--- src/rtl/axi_rule_loader_if.sv ---
`default_nettype none
// ============================================================================
// Module      : axi_rule_loader_if
// Description : AXI-Lite bundle used by the rule-table loader. The master
//               modport drives AW/W/AR and the B/R ready strobes. The slave
//               modport drives the ready strobes for AW/W/AR and the B/R
//               responses.
// Ports       : awaddr/awvalid/awready, wdata/wstrb/wvalid/wready,
//               bresp/bvalid/bready, araddr/arvalid/arready,
//               rdata/rresp/rvalid/rready
// Revision    : 1.0 - initial release
// ============================================================================
interface axi_rule_loader_if #(
    parameter int ADDR_W = 32,
    parameter int DATA_W = 32
);
    logic [ADDR_W-1:0]   awaddr;
    logic                awvalid;
    logic                awready;
    logic [DATA_W-1:0]   wdata;
    logic [DATA_W/8-1:0] wstrb;
    logic                wvalid;
    logic                wready;
    logic [1:0]          bresp;
    logic                bvalid;
    logic                bready;
    logic [ADDR_W-1:0]   araddr;
    logic                arvalid;
    logic                arready;
    logic [DATA_W-1:0]   rdata;
    logic [1:0]          rresp;
    logic                rvalid;
    logic                rready;

    modport master (
        output awaddr, awvalid, wdata, wstrb, wvalid, bready, araddr, arvalid, rready,
        input  awready, wready, bresp, bvalid, arready, rdata, rresp, rvalid
    );

    modport slave (
        input  awaddr, awvalid, wdata, wstrb, wvalid, bready, araddr, arvalid, rready,
        output awready, wready, bresp, bvalid, arready, rdata, rresp, rvalid
    );
endinterface
`default_nettype wire

--- src/rtl/axi_rule_loader.sv ---
`default_nettype none
// ============================================================================
// Module      : axi_rule_loader
// Description : Walks a table of N_ENTRIES (address, data) pairs and writes
//               every enabled entry over AXI-Lite, optionally reading it back
//               to confirm the value. Stops on the first bad response or
//               readback mismatch and reports the failing index.
// Ports       : s_axi_aclk, s_axi_aresetn (async, active-low)
//               start_i, verify_en_i, entry_en_i, entry_addr_i, entry_data_i
//               busy_o, done_o, err_o, err_idx_o
//               m_axi (axi_rule_loader_if.master)
// Revision    : 1.0 - initial release
// ============================================================================
module axi_rule_loader #(
    parameter int C_M_AXI_ADDR_WIDTH = 32,
    parameter int C_M_AXI_DATA_WIDTH = 32,
    parameter int N_ENTRIES          = 8
) (
    input  wire logic                                                s_axi_aclk,
    input  wire logic                                                s_axi_aresetn,
    input  wire logic                                                start_i,
    input  wire logic                                                verify_en_i,
    input  wire logic [N_ENTRIES-1:0]                                entry_en_i,
    input  wire logic [N_ENTRIES-1:0][C_M_AXI_ADDR_WIDTH-1:0]        entry_addr_i,
    input  wire logic [N_ENTRIES-1:0][C_M_AXI_DATA_WIDTH-1:0]        entry_data_i,
    output logic                                                     busy_o,
    output logic                                                     done_o,
    output logic                                                     err_o,
    output logic [$clog2(N_ENTRIES)-1:0]                             err_idx_o,
    axi_rule_loader_if.master                                        m_axi
);
    localparam int IDX_W  = $clog2(N_ENTRIES);
    localparam int STRB_W = C_M_AXI_DATA_WIDTH / 8;
    // Index is one bit wider than an entry select so it can reach N_ENTRIES.
    localparam logic [IDX_W:0] C_END_IDX = (IDX_W+1)'(N_ENTRIES);
    localparam logic [IDX_W:0] C_IDX_ONE = (IDX_W+1)'(1);

    typedef enum logic [2:0] {
        S_IDLE    = 3'd0,
        S_WR_REQ  = 3'd1,
        S_WR_RESP = 3'd2,
        S_RD_REQ  = 3'd3,
        S_RD_RESP = 3'd4,
        S_NEXT    = 3'd5,
        S_DONE    = 3'd6
    } state_t;

    state_t                          state_q,   state_d;
    logic [IDX_W:0]                  idx_q,     idx_d;
    logic                            verify_q,  verify_d;
    logic                            err_q,     err_d;
    logic [IDX_W-1:0]                err_idx_q, err_idx_d;
    logic                            awvalid_q, awvalid_d;
    logic                            wvalid_q,  wvalid_d;
    logic                            arvalid_q, arvalid_d;
    logic [C_M_AXI_ADDR_WIDTH-1:0]   awaddr_q,  awaddr_d;
    logic [C_M_AXI_ADDR_WIDTH-1:0]   araddr_q,  araddr_d;
    logic [C_M_AXI_DATA_WIDTH-1:0]   wdata_q,   wdata_d;
    logic [STRB_W-1:0]               wstrb_q,   wstrb_d;

    // Entry selected by the low index bits; only consulted while idx_q < N.
    logic [IDX_W-1:0]                w_idx_lo;
    logic [IDX_W:0]                  w_idx_inc;
    logic                            w_sel_en;
    logic [C_M_AXI_ADDR_WIDTH-1:0]   w_sel_addr;
    logic [C_M_AXI_DATA_WIDTH-1:0]   w_sel_data;

    assign w_idx_lo   = idx_q[IDX_W-1:0];
    assign w_idx_inc  = idx_q + C_IDX_ONE;
    assign w_sel_en   = entry_en_i[w_idx_lo];
    assign w_sel_addr = entry_addr_i[w_idx_lo];
    assign w_sel_data = entry_data_i[w_idx_lo];

    always_comb begin
        state_d   = state_q;
        idx_d     = idx_q;
        verify_d  = verify_q;
        err_d     = err_q;
        err_idx_d = err_idx_q;
        awvalid_d = awvalid_q;
        wvalid_d  = wvalid_q;
        arvalid_d = arvalid_q;
        awaddr_d  = awaddr_q;
        araddr_d  = araddr_q;
        wdata_d   = wdata_q;
        wstrb_d   = wstrb_q;

        case (state_q)
            S_IDLE: begin
                if (start_i) begin
                    verify_d  = verify_en_i;
                    err_d     = 1'b0;
                    err_idx_d = '0;
                    idx_d     = '0;
                    state_d   = S_NEXT;
                end
            end
            S_NEXT: begin
                if (idx_q == C_END_IDX) begin
                    state_d = S_DONE;
                end else if (w_sel_en) begin
                    awvalid_d = 1'b1;
                    wvalid_d  = 1'b1;
                    awaddr_d  = w_sel_addr;
                    wdata_d   = w_sel_data;
                    wstrb_d   = '1;
                    state_d   = S_WR_REQ;
                end else begin
                    idx_d = w_idx_inc;
                end
            end
            S_WR_REQ: begin
                // AW and W retire independently; leave once neither is pending.
                awvalid_d = awvalid_q & ~m_axi.awready;
                wvalid_d  = wvalid_q & ~m_axi.wready;
                if (!awvalid_d && !wvalid_d) begin
                    state_d = S_WR_RESP;
                end
            end
            S_WR_RESP: begin
                if (m_axi.bvalid) begin
                    if (m_axi.bresp != 2'b00) begin
                        err_d     = 1'b1;
                        err_idx_d = w_idx_lo;
                        state_d   = S_DONE;
                    end else if (verify_q) begin
                        arvalid_d = 1'b1;
                        araddr_d  = w_sel_addr;
                        state_d   = S_RD_REQ;
                    end else begin
                        idx_d   = w_idx_inc;
                        state_d = S_NEXT;
                    end
                end
            end
            S_RD_REQ: begin
                if (m_axi.arready) begin
                    arvalid_d = 1'b0;
                    state_d   = S_RD_RESP;
                end
            end
            S_RD_RESP: begin
                if (m_axi.rvalid) begin
                    if ((m_axi.rresp != 2'b00) || (m_axi.rdata != w_sel_data)) begin
                        err_d     = 1'b1;
                        err_idx_d = w_idx_lo;
                        state_d   = S_DONE;
                    end else begin
                        idx_d   = w_idx_inc;
                        state_d = S_NEXT;
                    end
                end
            end
            S_DONE: begin
                state_d = S_IDLE;
            end
            default: begin
                state_d = S_IDLE;
            end
        endcase
    end

    always_ff @(posedge s_axi_aclk or negedge s_axi_aresetn) begin
        if (!s_axi_aresetn) begin
            state_q   <= S_IDLE;
            idx_q     <= '0;
            verify_q  <= 1'b0;
            err_q     <= 1'b0;
            err_idx_q <= '0;
            awvalid_q <= 1'b0;
            wvalid_q  <= 1'b0;
            arvalid_q <= 1'b0;
            awaddr_q  <= '0;
            araddr_q  <= '0;
            wdata_q   <= '0;
            wstrb_q   <= '0;
        end else begin
            state_q   <= state_d;
            idx_q     <= idx_d;
            verify_q  <= verify_d;
            err_q     <= err_d;
            err_idx_q <= err_idx_d;
            awvalid_q <= awvalid_d;
            wvalid_q  <= wvalid_d;
            arvalid_q <= arvalid_d;
            awaddr_q  <= awaddr_d;
            araddr_q  <= araddr_d;
            wdata_q   <= wdata_d;
            wstrb_q   <= wstrb_d;
        end
    end

    assign busy_o        = (state_q != S_IDLE);
    assign done_o        = (state_q == S_DONE);
    assign err_o         = err_q;
    assign err_idx_o     = err_idx_q;

    assign m_axi.awaddr  = awaddr_q;
    assign m_axi.awvalid = awvalid_q;
    assign m_axi.wdata   = wdata_q;
    assign m_axi.wstrb   = wstrb_q;
    assign m_axi.wvalid  = wvalid_q;
    assign m_axi.bready  = (state_q == S_WR_RESP);
    assign m_axi.araddr  = araddr_q;
    assign m_axi.arvalid = arvalid_q;
    assign m_axi.rready  = (state_q == S_RD_RESP);
endmodule
`default_nettype wire

--- src/flat_wrapper.sv ---
// flat-port wrapper written by rule: the top's interface ports become plain ports
module axi_rule_loader_flat 
#(
    parameter int C_M_AXI_ADDR_WIDTH = 32,
    parameter int C_M_AXI_DATA_WIDTH = 32,
    parameter int N_ENTRIES          = 8
)
  (s_axi_aclk, s_axi_aresetn, start_i, verify_en_i, entry_en_i, entry_addr_i, entry_data_i, busy_o, done_o, err_o, err_idx_o, m_axi_awaddr, m_axi_awvalid, m_axi_wdata, m_axi_wstrb, m_axi_wvalid, m_axi_bready, m_axi_araddr, m_axi_arvalid, m_axi_rready, m_axi_awready, m_axi_wready, m_axi_bresp, m_axi_bvalid, m_axi_arready, m_axi_rdata, m_axi_rresp, m_axi_rvalid);
  axi_rule_loader_if #(.ADDR_W(32), .DATA_W(32)) m_axi_i ();
  input  wire logic s_axi_aclk;
  input  wire logic s_axi_aresetn;
  input  wire logic start_i;
  input  wire logic verify_en_i;
  input  wire logic [N_ENTRIES-1:0] entry_en_i;
  input  wire logic [N_ENTRIES-1:0][C_M_AXI_ADDR_WIDTH-1:0] entry_addr_i;
  input  wire logic [N_ENTRIES-1:0][C_M_AXI_DATA_WIDTH-1:0] entry_data_i;
  output logic busy_o;
  output logic done_o;
  output logic err_o;
  output logic [$clog2(N_ENTRIES)-1:0] err_idx_o;
  output wire logic [$bits(m_axi_i.awaddr)-1:0] m_axi_awaddr;
  output wire logic [$bits(m_axi_i.awvalid)-1:0] m_axi_awvalid;
  output wire logic [$bits(m_axi_i.wdata)-1:0] m_axi_wdata;
  output wire logic [$bits(m_axi_i.wstrb)-1:0] m_axi_wstrb;
  output wire logic [$bits(m_axi_i.wvalid)-1:0] m_axi_wvalid;
  output wire logic [$bits(m_axi_i.bready)-1:0] m_axi_bready;
  output wire logic [$bits(m_axi_i.araddr)-1:0] m_axi_araddr;
  output wire logic [$bits(m_axi_i.arvalid)-1:0] m_axi_arvalid;
  output wire logic [$bits(m_axi_i.rready)-1:0] m_axi_rready;
  input wire logic [$bits(m_axi_i.awready)-1:0] m_axi_awready;
  input wire logic [$bits(m_axi_i.wready)-1:0] m_axi_wready;
  input wire logic [$bits(m_axi_i.bresp)-1:0] m_axi_bresp;
  input wire logic [$bits(m_axi_i.bvalid)-1:0] m_axi_bvalid;
  input wire logic [$bits(m_axi_i.arready)-1:0] m_axi_arready;
  input wire logic [$bits(m_axi_i.rdata)-1:0] m_axi_rdata;
  input wire logic [$bits(m_axi_i.rresp)-1:0] m_axi_rresp;
  input wire logic [$bits(m_axi_i.rvalid)-1:0] m_axi_rvalid;
  assign m_axi_awaddr = m_axi_i.awaddr;
  assign m_axi_awvalid = m_axi_i.awvalid;
  assign m_axi_wdata = m_axi_i.wdata;
  assign m_axi_wstrb = m_axi_i.wstrb;
  assign m_axi_wvalid = m_axi_i.wvalid;
  assign m_axi_bready = m_axi_i.bready;
  assign m_axi_araddr = m_axi_i.araddr;
  assign m_axi_arvalid = m_axi_i.arvalid;
  assign m_axi_rready = m_axi_i.rready;
  assign m_axi_i.awready = m_axi_awready;
  assign m_axi_i.wready = m_axi_wready;
  assign m_axi_i.bresp = m_axi_bresp;
  assign m_axi_i.bvalid = m_axi_bvalid;
  assign m_axi_i.arready = m_axi_arready;
  assign m_axi_i.rdata = m_axi_rdata;
  assign m_axi_i.rresp = m_axi_rresp;
  assign m_axi_i.rvalid = m_axi_rvalid;
  axi_rule_loader #(.C_M_AXI_ADDR_WIDTH(C_M_AXI_ADDR_WIDTH), .C_M_AXI_DATA_WIDTH(C_M_AXI_DATA_WIDTH), .N_ENTRIES(N_ENTRIES)) u_core (.s_axi_aclk(s_axi_aclk), .s_axi_aresetn(s_axi_aresetn), .start_i(start_i), .verify_en_i(verify_en_i), .entry_en_i(entry_en_i), .entry_addr_i(entry_addr_i), .entry_data_i(entry_data_i), .busy_o(busy_o), .done_o(done_o), .err_o(err_o), .err_idx_o(err_idx_o), .m_axi(m_axi_i));
endmodule
--- config.mk ---
export PLATFORM = sky130hd
export DESIGN_NAME = axi_rule_loader_flat
export DESIGN_NICKNAME = d
export VERILOG_FILES = /design/src/rtl/axi_rule_loader_if.sv /design/src/rtl/axi_rule_loader.sv /design/src/flat_wrapper.sv
export SDC_FILE = /design/constraint.sdc
export NUM_CORES = 1
export LEC_CHECK = 0
export ABC_AREA = 1
export ABC_CLOCK_PERIOD_IN_PS = 3150
export CORE_AREA = 8 8 257 259
export DETAILED_ROUTE_END_ITERATION = 8
export DIE_AREA = 0 0 265 267
export SYNTH_ARGS = -nofsm -noshare
export SYNTH_HDL_FRONTEND = slang
export SYNTH_SLANG_ARGS = --single-unit
export TNS_END_PERCENT = 100
--- constraint.sdc ---
create_clock -name s_axi_aclk -period 3.15 [get_ports s_axi_aclk]
set_input_delay 0.63 -clock s_axi_aclk [delete_from_list [all_inputs] [get_ports s_axi_aclk]]
set_output_delay 0.63 -clock s_axi_aclk [all_outputs]
set_load 0.01 [all_outputs]
==> results of run 1 <==
==> per-layer routing <==
| metal | vias up | routed length (um) | track usage (%) |
|---|---|---|---|
| met4 | 2 | 2176 | 6.407 |
| met3 | 79 | 4934 | 4.918 |
| met5 | - | 11 | 0 |
| met1 | 6025 | 24790 | 19.15 |
| met2 | 542 | 29690 | 27.86 |
| li1 | 6780 | - | - |
==> logic make-up after synthesis <==
kind of cell	Yosys count	share of synthesized area, %
buf+inv	265	11.75
flops	112	27.65
compound gates	304	16.22
xor+xnor	2	0.1729
simple gates	1016	40.28
fa+ha+maj	2	0.2469
mux	33	3.667
==> registers in the layout, summed over array words and instances, names as in the netlist <==
signal                count
u_core.err_idx_o          3
u_core.err_o              1
u_core.idx_q              4
u_core.m_axi.araddr      32
u_core.m_axi.arvalid      1
u_core.m_axi.awaddr      32
u_core.m_axi.awvalid      1
u_core.m_axi.wdata       32
u_core.m_axi.wstrb        1
u_core.m_axi.wvalid       1
u_core.state_q            3
u_core.verify_q           1
==> cell type report <==
| class | count | area [um^2] |
|---|---|---|
| clock buffer | 9 | 225.2 |
| clock inverter | 7 | 61.31 |
| fill | 6889 | 43980 |
| inverter | 144 | 558.0 |
| multi-input combinational | 1357 | 6167 |
| sequential | 112 | 2811 |
| tap | 799 | 999.7 |
| timing repair buffer | 723 | 7356 |
==> power by group <==
| part | internal [uW] | total (uW) | switching (uW) |
|---|---|---|---|
| sequential | 2120 | 2560 | 446 |
| combinational | 4180 | 10000 | 5820 |
| clock | 556 | 1190 | 633 |
| total | 6860 | 13800 | 6900 |
==> per-stage QoR <==
step	hold WS [ns]	setup slack, ns	std cells
final	0.2060	0.1435	3151
after global routing	0.2121	0.008777	3151
after detailed placement	0.4644	-0.05822	3133
after CTS	0.1966	0.09366	3149
after global placement	0.4616	-0.08074	3133
after floorplan	0.3344	0.8601	1734
==> how the worst max path moves through the flow <==
stage	slack (ns)	cells after the start	endpoint
floorplan	0.86	15	u_core.m_axi.wdata[24]
CTS	0.09	17	u_core.idx_q[0]
finish	0.14	15	u_core.err_idx_o[0]
detailed placement	-0.06	16	u_core.idx_q[0]
global route	0.009	17	u_core.idx_q[3]
global placement	-0.08	16	u_core.idx_q[2]
==> cells in the final DEF (no fill, tap or decap), types with 2 or more instances in the layout <==
cell,instances
clkdlybuf4s50_1,674
nand2_1,505
nor2_1,352
o21ai_0,204
inv_1,140
nand3_1,120
dfrtp_1,109
o22ai_1,34
mux2_2,33
a31oi_1,32
buf_4,31
nand3b_1,16
buf_12,13
o211ai_1,11
clkbuf_16,11
o21ai_1,10
a21oi_1,8
nand4_1,5
inv_6,4
nand2_2,3
or2_2,3
inv_4,2
nor2_4,2
nor4_1,2
nand3_2,2
nor3_1,2
ha_1,2
clkinvlp_4,2
buf_16,2
dfrtp_4,2
==> what timing repair did <==
action | 4_1_cts | 5_1_grt
endpoints found under the setup margin | 6 | 10
hold endpoints to repair | 0 | 0
pin swaps | 0 | 1
hold buffers | 0 | 0
resized for setup | 1 | 6
gates cloned | 0 | 2
==> critical path, cell delays in order (launching register included) <==
cell,delay [ns]
dfrtp_4,0.53
buf_16,0.24
buf_4,0.21
nand2_1,0.06
nand2_1,0.13
nand2_1,0.10
nand3_1,0.11
nand2_1,0.10
o21ai_0,0.74
a21oi_1,0.08
nand2_1,0.11
nor2_1,0.06
nand3_2,0.14
nand3_2,0.12
nand2_1,0.08
nand2_1,0.05
==> out/qor.txt, run 1 <==
syn nets - 2301
Max IR drop VDD - 343.6 uV
Longest Clk Path Bufs - 2
pin count of the biggest net entering global routing - 126
Core ar. - 62160 um^2
crit path launch - u_core.idx_q[0]
Worst-Margin Slew - 0.9272 ns
synthesized area per cell - 5.845 um^2
Area Overhead vs Synth - 79.37%
Main synth FF type - dfrtp_1
max-slew violations - 0
vias - 13430
vias per inst - 4.262
Final Hold Fails - 0
critical path capture point type - flip-flop
Routed Antenna Nets - 0
Routed WL per cell - 19.55 um
synth top area cells - dfrtp_1 28%, nand2_1 19%, nor2_1 13%
CTS Buf Count - 9
Die W - 265 um
worst hold-check path type - in -> async
overall power - 13750 uW
Setup Buffers After CTS - 0
Yosys Warn Count - 0
leakage power total - 0.008095 uW
share of cells above drive strength 1 - 5.017%
Nets - 2914
post-synthesis instance total - 1734
grt ovf - 0
worst r2r dst - u_core.err_idx_o[0]
Clock Sinks - 112
crit share post-route - 95.44%
initial antenna violation count - 1
Worst R2R Setup Slack - 0.14 ns
Startpoint Class - flip-flop
relative slew slack - 37.53%
die area - 70760 um^2
top cell type by total area after synthesis - dfrtp_1
Antenna Cells - 0
routability congestion estimate - 0.8947
placed standard-cell area - 17810 um^2
most common library cells after synthesis - 507 x nand2_1, 353 x nor2_1, 204 x o21ai_0, 141 x inv_1, 120 x nand3_1
DRT Pass-1 Iters - 5
Worst Path Max Fanout - 30
Setup Skew - 0.01159 ns
Data arrival, critical path - 3.27 ns
Final setup viols - 0
Die H - 267 um
setup TNS - 0 ns
Synth cell types - 37
CTS tree - built
final worst path period need - 3.006 ns
R2R depth - 15
Worst R2R Start - u_core.idx_q[0]
global-route wire length before repair - 87300 um
Power Dens Cells - 756.6 nW/um^2
final WL - 61600 um
gr usage total - 16.35%
design area - 18180 um^2
Iter 0 DRT Violations - 927
H-tree Lvls - 3
clk_lat worst skew - 0.38 ns
Max Cap Violations - 0
detailed placement HPWL - 50190 um
fin util - 29.25%
drt drc - 0
row count - 92
Seq/Total Area, Yosys - 27.65%
Worst-path clk slew - 0.09 ns
share of the synthesized area in the top cell type - 27.65%
# port buffers - 675
Synth Register Bits - 112
IO Pins - 676
initial cell density of the core - 16.30%
most common cell in the netlist - nand2_1
f_max - 0.3326 GHz
Setup CP Type - reg -> reg
Post-synth EDFFs - 0
root buffer cell - clkbuf_16
RSZ-0062 raised after global routing - no
vias in the first global route - 13520
CP Data Required Time - 3.42 ns
Mapped Area - 10130 um^2
share of flip-flops with an asynchronous set or reset - 100.0%
status - finished, final reports clean
Note: power is estimated with default switching activity, not from simulation.
==> run 2, diff against run 1 <==
- CORE_AREA: 8 8 257 259 -> 2 2 261 263
- CTS_CLUSTER_SIZE: not set -> 25
- DIE_AREA: 0 0 265 267 -> 0 0 263 265
==> out/qor.txt, run 2 (synthesized netlist as in run 1, its figures left out) <==
die area - 69700 um^2
Setup Skew - 0.01327 ns
share of cells above drive strength 1 - 4.526%
relative slew slack - 50.57%
grt ovf - 0
routability congestion estimate - 0.9246
crit share post-route - 90.00%
clk_lat worst skew - 0.39 ns
Max Cap Violations - 0
H-tree Lvls - 3
Power Dens Cells - 749.4 nW/um^2
IO Pins - 676
DRT Pass-1 Iters - 5
Iter 0 DRT Violations - 967
Final setup viols - 0
worst hold-check path type - in -> async
worst stage delay on the critical path - 0.49 ns
Max IR drop VDD - 735.2 uV
pin count of the biggest net entering global routing - 128
leakage power total - 0.008052 uW
Longest Clk Path Bufs - 2
Area Overhead vs Synth - 79.72%
Worst path slowest cell - dfrtp_4
fillcell total - 7437
Setup Buffers After CTS - 0
Core ar. - 66800 um^2
commonest non-fill, non-tap cell in the layout - clkdlybuf4s50_1
Worst-path clk slew - 0.08 ns
f_max - 0.3527 GHz
Seq. cell area - 2811 um^2
most frequent cells in the layout - 674 x clkdlybuf4s50_1, 505 x nand2_1, 353 x nor2_1, 204 x o21ai_0, 140 x inv_1
root buffer cell - clkbuf_16
hold_ws - 0.1867 ns
initial cell density of the core - 15.17%
RSZ-0062 raised after global routing - no
CP Data Required Time - 3.43 ns
post-route insts no fill - 3218
most used cell, CP - nand2_1
Setup CP Type - reg -> reg
Final Hold Fails - 0
status - finished, final reports clean
Routed Antenna Nets - 0
CTS Buf Count - 9
initial antenna violation count - 6
Nets - 2904
row count - 95
final worst path period need - 2.835 ns
vias - 13390
critical path capture point type - flip-flop
PostCTS Resize Cnt - 0
Routed WL per cell - 18.44 um
overall power - 13650 uW
Clock Sinks - 112
slack of the critical path - 0.3149 ns
Die H - 265 um
Startpoint Class - flip-flop
Worst-Margin Slew - 0.7337 ns
Die W - 263 um
detailed placement HPWL - 48250 um
Post-CTS Hold Buffers - 0
vias in the first global route - 13270
area occupied by multi-input gates - 6161 um^2
DP Cell Count - 3199
CTS tree - built
drt drc - 0
vias per inst - 4.160
global-route wire length before repair - 85920 um
setup TNS - 0 ns
Setup WS pre-CTS - -0.02890 ns
Data arrival, critical path - 3.12 ns
final WL - 59330 um
# port buffers - 675
max-slew violations - 0
CP Cell Sequence - buf_12 -> buf_4 -> nor2_1 -> nor2_1 -> nand2_1 -> nand3_1 -> nand2_1 -> nand2_1 -> o21ai_1 -> nor2_1 -> nand2_1 -> nor2_1 -> nand2_1 -> nand2_2 -> nand2_2 -> nand2_1 -> nand2_1
gr usage total - 16.47%
Worst Path Max Fanout - 22
## run 2: cell types whose count changed in the layout (fill, tap and decap cells not counted), sizes merged
cell | before | now
clkbuf | 11 | 9
diode | 0 | 3
inv | 147 | 146
clkinvlp | 2 | 1
clkinv | 2 | 3
bufinv | 0 | 1
buf | 47 | 39
## run 2: critical path: cells and delay by family (launching register included)
| family | cells | cell delay [ns] |
|---|---|---|
| buf+inv | 2 | 0.43 |
| compound gates | 1 | 0.06 |
| flops | 1 | 0.49 |
| simple gates | 14 | 1.72 |
## run 2: final cells by class
cell class | instances | area share (%)
well taps | 873 | 5.997
flip-flops and latches | 112 | 15.44
inverters | 144 | 3.064
repair buffers | 713 | 39.93
clock buffers | 9 | 1.237
clock inverters | 7 | 0.4740
multi-input cells | 1357 | 33.83
diodes | 3 | 0.04122
## run 2: where the power goes
| group | leakage [uW] | total (uW) | internal, uW | switching, uW |
|---|---|---|---|---|
| combinational | 0.00652 | 9790 | 4070 | 5720 |
| clock | 0.000150 | 1290 | 638 | 656 |
| sequential | 0.00138 | 2570 | 2120 | 448 |
| total | 0.00805 | 13600 | 6820 | 6830 |
## run 2: stage by stage
stage | instance area [um^2] | util, %
finish | 18210 | 27.27
global route | 18210 | 27.26
CTS | 18190 | 27.23
detailed placement | 17880 | 26.76
global placement | 17880 | 26.76
floorplan | 10130 | -
## run 2: worst paths after layout
kind                                   startpoint                      end  slack [ns]  depth (start not counted)
setup / recovery                  u_core.idx_q[0]          u_core.idx_q[0]        0.31                         17
hold / removal                      s_axi_aresetn  u_core.m_axi.araddr[14]        0.19                          1
setup reg to reg                  u_core.idx_q[0]          u_core.idx_q[0]        0.31                         17
hold reg to reg            u_core.m_axi.awaddr[8]   u_core.m_axi.awaddr[8]        0.48                          2
max in group asynchronous           s_axi_aresetn          u_core.idx_q[0]        2.21                          2
min in group s_axi_aclk    u_core.m_axi.awaddr[8]   u_core.m_axi.awaddr[8]        0.48                          2
## run 2: routing by layer
metal  up-vias  wire (um)  GRT usage (%)
li1       6754          -              -
met1      5985      24340          19.95
met2       556      28190          27.46
met3        85       4249          4.124
met4         6       2508          7.506
met5         -         41              0
